$ cat config.mk
export PLATFORM = sky130hd
export DESIGN_NAME = pc_stack_unit_flat
export DESIGN_NICKNAME = d
export VERILOG_FILES = /design/src/rtl/pc_stack_unit_if.sv /design/src/rtl/pc_stack_unit.sv /design/src/flat_wrapper.sv
export SDC_FILE = /design/constraint.sdc
export NUM_CORES = 1
export LEC_CHECK = 0
export CAP_MARGIN = 40
export CORE_MARGIN = 2
export CORE_UTILIZATION = 45
export CTS_BUF_LIST = sky130_fd_sc_hd__clkbuf_16
export DETAILED_ROUTE_END_ITERATION = 12
export PLACE_DENSITY = 0.68
export SYNTH_ARGS = -nofsm -noshare
export SYNTH_HDL_FRONTEND = slang
export SYNTH_SLANG_ARGS = --single-unit
$ cat constraint.sdc
create_clock -name clk -period 3.9 [get_ports clk]
set_input_delay 0.78 -clock clk [delete_from_list [all_inputs] [get_ports clk]]
set_output_delay 0.78 -clock clk [all_outputs]
set_load 0.01 [all_outputs]
$ cat src/rtl/pc_stack_unit_if.sv
// Control/status bundle for pc_stack_unit: the controller drives op/operands,
// the PC block returns the program counter, stack pointer and error flags.
interface pc_stack_unit_if #(
    parameter int WIDTH       = 8,
    parameter int STACK_DEPTH = 4
);
    localparam int SP_W = $clog2(STACK_DEPTH + 1);

    logic             en;
    logic [2:0]       op;
    logic [WIDTH-1:0] target;
    logic [WIDTH-1:0] offset;
    logic             clr_err;
    logic [WIDTH-1:0] pc;
    logic [SP_W-1:0]  sp;
    logic             stack_empty;
    logic             stack_full;
    logic             overflow;
    logic             underflow;

    modport master (
        output en, op, target, offset, clr_err,
        input  pc, sp, stack_empty, stack_full, overflow, underflow
    );

    modport slave (
        input  en, op, target, offset, clr_err,
        output pc, sp, stack_empty, stack_full, overflow, underflow
    );
endinterface

$ cat src/rtl/pc_stack_unit.sv
// Program counter with SEQ/JUMP/BRANCH/CALL/RET and a LIFO return-address stack.
// All pc arithmetic wraps modulo 2^WIDTH; overflow/underflow flags are sticky.
module pc_stack_unit #(
    parameter int               WIDTH        = 8,
    parameter int               STEP         = 4,
    parameter int               STACK_DEPTH  = 4,
    parameter logic [WIDTH-1:0] RESET_VECTOR = '0
) (
    input  logic             clk,
    input  logic             rst_n,
    pc_stack_unit_if.slave   bus
);
    localparam int SP_W = $clog2(STACK_DEPTH + 1);

    typedef enum logic [2:0] {
        OP_SEQ    = 3'b000,
        OP_JUMP   = 3'b001,
        OP_BRANCH = 3'b010,
        OP_CALL   = 3'b011,
        OP_RET    = 3'b100
    } op_e;

    logic [WIDTH-1:0] pc_q, pc_d;
    logic [SP_W-1:0]  sp_q, sp_d;
    logic             ovf_q, ovf_d;
    logic             unf_q, unf_d;
    logic [WIDTH-1:0] mem_q [STACK_DEPTH];

    logic             push_en;
    logic [WIDTH-1:0] push_data;
    logic [WIDTH-1:0] pop_data;
    logic             full;
    logic             empty;

    assign full  = (sp_q == SP_W'(STACK_DEPTH));
    assign empty = (sp_q == '0);

    // Top-of-stack read is combinational so a RET right after a CALL sees the new entry.
    always_comb begin
        pop_data = mem_q[0];
        for (int i = 0; i < STACK_DEPTH; i++) begin
            if (sp_q == SP_W'(i + 1)) begin
                pop_data = mem_q[i];
            end
        end
    end

    always_comb begin
        pc_d      = pc_q;
        sp_d      = sp_q;
        ovf_d     = ovf_q;
        unf_d     = unf_q;
        push_en   = 1'b0;
        push_data = pc_q + WIDTH'(STEP);

        if (bus.clr_err) begin
            ovf_d = 1'b0;
            unf_d = 1'b0;
        end

        // Error-setting events are evaluated after the clear so that set wins.
        if (bus.en) begin
            case (bus.op)
                OP_SEQ:    pc_d = pc_q + WIDTH'(STEP);
                OP_JUMP:   pc_d = bus.target;
                OP_BRANCH: pc_d = pc_q + bus.offset;
                OP_CALL: begin
                    if (full) begin
                        ovf_d = 1'b1;
                    end else begin
                        push_en = 1'b1;
                        sp_d    = sp_q + SP_W'(1);
                        pc_d    = bus.target;
                    end
                end
                OP_RET: begin
                    if (empty) begin
                        unf_d = 1'b1;
                    end else begin
                        pc_d = pop_data;
                        sp_d = sp_q - SP_W'(1);
                    end
                end
                default: ;
            endcase
        end
    end

    always_ff @(posedge clk) begin
        if (rst_n) begin
            pc_q  <= RESET_VECTOR;
            sp_q  <= '0;
            ovf_q <= 1'b0;
            unf_q <= 1'b0;
        end else begin
            pc_q  <= pc_d;
            sp_q  <= sp_d;
            ovf_q <= ovf_d;
            unf_q <= unf_d;
        end
    end

    always_ff @(posedge clk) begin
        for (int i = 0; i < STACK_DEPTH; i++) begin
            if (!rst_n && push_en && (sp_q == SP_W'(i))) begin
                mem_q[i] <= push_data;
            end
        end
    end

    assign bus.pc          = pc_q;
    assign bus.sp          = sp_q;
    assign bus.stack_empty = empty;
    assign bus.stack_full  = full;
    assign bus.overflow    = ovf_q;
    assign bus.underflow   = unf_q;
endmodule

$ cat src/flat_wrapper.sv
// flat-port wrapper written by rule: the top's interface ports become plain ports
module pc_stack_unit_flat 
#(
    parameter int               WIDTH        = 8,
    parameter int               STEP         = 4,
    parameter int               STACK_DEPTH  = 4,
    parameter logic [WIDTH-1:0] RESET_VECTOR = '0
)
  (clk, rst_n, bus_en, bus_op, bus_target, bus_offset, bus_clr_err, bus_pc, bus_sp, bus_stack_empty, bus_stack_full, bus_overflow, bus_underflow);
  pc_stack_unit_if #(.WIDTH(WIDTH), .STACK_DEPTH(STACK_DEPTH)) bus_i ();
  input  logic clk;
  input  logic rst_n;
  input wire logic [$bits(bus_i.en)-1:0] bus_en;
  input wire logic [$bits(bus_i.op)-1:0] bus_op;
  input wire logic [$bits(bus_i.target)-1:0] bus_target;
  input wire logic [$bits(bus_i.offset)-1:0] bus_offset;
  input wire logic [$bits(bus_i.clr_err)-1:0] bus_clr_err;
  output wire logic [$bits(bus_i.pc)-1:0] bus_pc;
  output wire logic [$bits(bus_i.sp)-1:0] bus_sp;
  output wire logic [$bits(bus_i.stack_empty)-1:0] bus_stack_empty;
  output wire logic [$bits(bus_i.stack_full)-1:0] bus_stack_full;
  output wire logic [$bits(bus_i.overflow)-1:0] bus_overflow;
  output wire logic [$bits(bus_i.underflow)-1:0] bus_underflow;
  assign bus_i.en = bus_en;
  assign bus_i.op = bus_op;
  assign bus_i.target = bus_target;
  assign bus_i.offset = bus_offset;
  assign bus_i.clr_err = bus_clr_err;
  assign bus_pc = bus_i.pc;
  assign bus_sp = bus_i.sp;
  assign bus_stack_empty = bus_i.stack_empty;
  assign bus_stack_full = bus_i.stack_full;
  assign bus_overflow = bus_i.overflow;
  assign bus_underflow = bus_i.underflow;
  pc_stack_unit #(.WIDTH(WIDTH), .STEP(STEP), .STACK_DEPTH(STACK_DEPTH), .RESET_VECTOR(RESET_VECTOR)) u_core (.clk(clk), .rst_n(rst_n), .bus(bus_i));
endmodule
==> flow_results.xml <==
<?xml version="1.0" encoding="UTF-8"?>
<metrics>
  <group name="logic_synthesis">
    <metric name="synth.area.mux_share" unit="%">3.95</metric>
    <metric name="synth-xor-area-share" unit="%">3.37</metric>
    <metric name="post_synth_inst_count" unit="">252</metric>
    <metric name="avgSynthCellArea" unit="um^2">10.3</metric>
    <metric name="synth_cell_type_count" unit="">54</metric>
    <metric name="synth_nets" unit="">290</metric>
    <metric name="synth_compound_gate_area_share" unit="%">19.5</metric>
    <metric name="synthesis.area" unit="um^2">2600</metric>
    <metric name="post_synth_main_area_contributors" unit="">edfxtp_1 (37%), dfxtp_1 (10%), ha_1 (6.7%)</metric>
    <metric name="cell_taking_the_most_area_after_synthesis" unit="">edfxtp_1</metric>
    <metric name="synth_enable_flop_cells" unit="">32</metric>
    <metric name="synth-seq-cells" unit="">45</metric>
    <metric name="synth_seq_area_share" unit="%">47.0</metric>
    <metric name="synth_top_family_by_area" unit="">compound AO/OA/AOI/OAI gates</metric>
    <metric name="synth.yosys.warnings" unit="">0</metric>
    <metric name="ys.flop_type" unit="">edfxtp_1</metric>
    <metric name="ys_async_sr_fraction" unit="%">0</metric>
    <metric name="synthAdderAreaFrac" unit="%">7.52</metric>
    <metric name="yosys.area_share.simple" unit="%">14.6</metric>
    <metric name="synth.most_common_cell" unit="">edfxtp_1</metric>
    <metric name="synth_largest_type_area_fraction" unit="%">37.0</metric>
    <metric name="synthTopCellsByCount" unit="">edfxtp_1 (32), nand2_1 (18), a21oi_1 (17)</metric>
  </group>
  <group name="drt">
    <metric name="drt_pre_antenna_iters" unit="">4</metric>
    <metric name="route.detailed.drc" unit="">0</metric>
    <metric name="routed_wire_length_per_instance" unit="um">16.1</metric>
    <metric name="drt-initial-drc-count" unit="">76</metric>
    <metric name="drtAntennaViolNets" unit="">0</metric>
    <metric name="vias" unit="">2008</metric>
    <metric name="route.detailed.vias_per_inst" unit="">5.61</metric>
    <metric name="detail_route.wirelength" unit="um">5750</metric>
  </group>
  <group name="finish">
    <metric name="num-nets-final" unit="">323</metric>
    <metric name="layout.cells.non_filler" unit="">358</metric>
    <metric name="ff_latch_area" unit="um^2">1220</metric>
    <metric name="area_delta_synth_final" unit="%">21.8</metric>
    <metric name="area_occupied_by_multi_input_gates" unit="um^2">1270</metric>
    <metric name="antenna-diode-count" unit="">0</metric>
    <metric name="final_layout_size_suffix_gt1_share" unit="%">5.94</metric>
    <metric name="nFillCells" unit="">508</metric>
  </group>
  <group name="critical_path">
    <metric name="critPathMaxFanout" unit="">12</metric>
    <metric name="critical_path_required" unit="ns">3.12</metric>
    <metric name="critical_path.startpoint_type" unit="">flop</metric>
    <metric name="crit_arrival" unit="ns">1.97</metric>
    <metric name="start_to_end_type_of_the_worst_setup_path" unit="">flop to primary output</metric>
    <metric name="reg2reg_slack" unit="ns">1.54</metric>
    <metric name="critical_path.endpoint_type" unit="">primary output</metric>
  </group>
  <group name="timing">
    <metric name="setup-tns-final" unit="ns">0</metric>
    <metric name="rsz0062_at_grt" unit="">no</metric>
    <metric name="timing.fmax" unit="GHz">0.363</metric>
    <metric name="worst_pin_slew" unit="ns">0.750</metric>
    <metric name="finalCriticalPeriod" unit="ns">2.75</metric>
    <metric name="timing.clock.skew" unit="ns">0.00636</metric>
    <metric name="finalMaxSlewViolations" unit="">0</metric>
    <metric name="final.period_utilization" unit="%">70.6</metric>
    <metric name="timing.final.hold_violations" unit="">0</metric>
    <metric name="finalSetupViolCount" unit="">0</metric>
    <metric name="relSlewSlack" unit="%">49.9</metric>
  </group>
  <group name="clocking">
    <metric name="clock_buffer_count_from_cts" unit="">5</metric>
    <metric name="number_of_buffers_added_to_fix_hold_violations_after_cts" unit="">0</metric>
    <metric name="clk_transition_reported_paths" unit="ns">0.06</metric>
    <metric name="cts_tree" unit="">yes</metric>
    <metric name="clock_insertion_delay_worst_skew" unit="ns">0.29</metric>
    <metric name="clock_sink_count" unit="">45</metric>
    <metric name="cts_post_setup_buffers_inserted" unit="">0</metric>
    <metric name="cts_max_path_buffers" unit="">2</metric>
    <metric name="cts_repair_resize_count" unit="">0</metric>
    <metric name="root_buffer" unit="">clkbuf_16</metric>
    <metric name="htree_num_levels" unit="">2</metric>
  </group>
  <group name="placement">
    <metric name="placement.io_buffers" unit="">37</metric>
    <metric name="gp_congestion" unit="">0.818</metric>
    <metric name="place_hpwl" unit="um">4420</metric>
    <metric name="placed_cells" unit="">350</metric>
  </group>
  <group name="worst_hold_path">
    <metric name="min-delay-path-class" unit="">flop to flop</metric>
  </group>
  <group name="flow_run">
    <metric name="max_cap_violations" unit="">0</metric>
  </group>
  <group name="global_routing">
    <metric name="grt_remaining_overflow" unit="">0</metric>
    <metric name="grtUsageTotal" unit="%">19.6</metric>
    <metric name="grt_pass1_wl" unit="um">9490</metric>
    <metric name="grt_max_degree" unit="">23</metric>
    <metric name="antenna_found_initial" unit="">0</metric>
    <metric name="grt_pass1_vias" unit="">1895</metric>
  </group>
  <group name="floorplanning">
    <metric name="start_util" unit="%">46.9</metric>
    <metric name="die_area" unit="um^2">6390</metric>
    <metric name="fp.coreArea" unit="um^2">5540</metric>
    <metric name="design.portCount" unit="">38</metric>
    <metric name="fp.dieW" unit="um">80.0</metric>
    <metric name="std_cell_rows" unit="">27</metric>
    <metric name="die_y" unit="um">80.0</metric>
  </group>
  <group name="power">
    <metric name="leak" unit="nW">1.11</metric>
    <metric name="worst_case_vdd_ir_drop" unit="mV">0.185</metric>
    <metric name="cellPowerDensity" unit="nW/um^2">358</metric>
  </group>
  <group name="outcome">
    <metric name="status" unit="">finished, final reports clean</metric>
  </group>
</metrics>
-- metal layers --
layer	global-route usage, %	vias to the layer above	share of wire [%]
met5	0	-	0
met4	6.61	0	1.7
met3	2.94	8	3.9
met2	30.1	55	47
met1	28.3	938	47
li1	-	1007	-
-- final timing paths --
path | cells past startpoint | end | start
max | 5 | bus_stack_full | u_core.bus.sp[0]$_SDFFE_PP0P_
min reg2reg | 2 | u_core.bus.underflow$_SDFF_PP0_ | u_core.bus.underflow$_SDFF_PP0_
min | 2 | u_core.bus.underflow$_SDFF_PP0_ | u_core.bus.underflow$_SDFF_PP0_
max reg2reg | 7 | u_core.bus.pc[7]$_SDFFE_PP0P_ | u_core.bus.sp[0]$_SDFFE_PP0P_
-- critical path: stages (launching register included) --
cell	delay [ns]
dfxtp_1	0.34
inv_1	0.14
ha_1	0.26
nand2_2	0.13
inv_2	0.23
clkdlybuf4s50_1	0.58
-- placed cells by master, fill, tap and decap left out, drive strengths merged, types with 2 or more instances in the layout --
cell type,n
a22oi,2
mux2i,8
a221oi,5
xor2,2
a21boi,2
nor2,17
a21oi,17
a211oi,9
nand3,5
o22ai,5
mux2,2
nor3,5
edfxtp,32
and2,6
nor2b,4
o31ai,2
clkdlybuf4s50,37
dfxtp,13
inv,11
buf,3
xnor2,8
and3b,2
a31oi,2
a211o,3
o21ai,15
nand2b,8
clkbuf,5
a21o,2
nand2,20
ha,14
o311ai,2
-- registers in the layout, indices dropped and copies added (netlist names) --
signal and flops:
u_core.bus.overflow 1, u_core.mem_q 32, u_core.bus.underflow 1, u_core.bus.sp 3, u_core.bus.pc 8
-- kinds of logic (layout without fill, tap and decap cells) --
logic type / Yosys count / in the layout
buffers and inverters: 24 / 58
adders and majority gates: 15 / 15
muxes: 10 / 10
xor gates and xnor gates: 10 / 10
DFF: 45 / 45
AOI/OAI and AO/OA: 75 / 75
and+or+nand+nor: 73 / 73
-- layout make-up --
class	count	area share (%)
Clock inverter	3	0.791
Multi-Input combinational cell	183	40.2
Clock buffer	5	3.96
Tap cell	72	2.85
Inverter	10	1.19
Sequential cell	45	38.6
Timing Repair Buffer	40	12.4
-- through the flow --
step	hold slack (ns)	cell area, um^2	worst slack, ns	utilization [%]	total power (W)
4_1_cts	0.503	3160	1.14	57.1	0.00114
2_1_floorplan	0.512	2600	1.46	-	0.000651
3_3_place_gp	0.467	3010	0.920	54.4	0.000717
6_report	0.499	3160	1.15	57.1	0.00113
5_1_grt	0.526	3160	0.989	57.1	0.00118
3_5_place_dp	0.486	3010	0.898	54.4	0.000718
-- report_power, final --
| group | leakage, nW | switching (W) | total (W) | internal (W) |
|---|---|---|---|---|
| logic | 0.639 | 0.0000887 | 0.000173 | 0.0000847 |
| clock network | 0.0704 | 0.000183 | 0.000423 | 0.000241 |
| registers | 0.396 | 0.0000128 | 0.000534 | 0.000522 |
No activity file was read; power rests on OpenSTA's default activity.
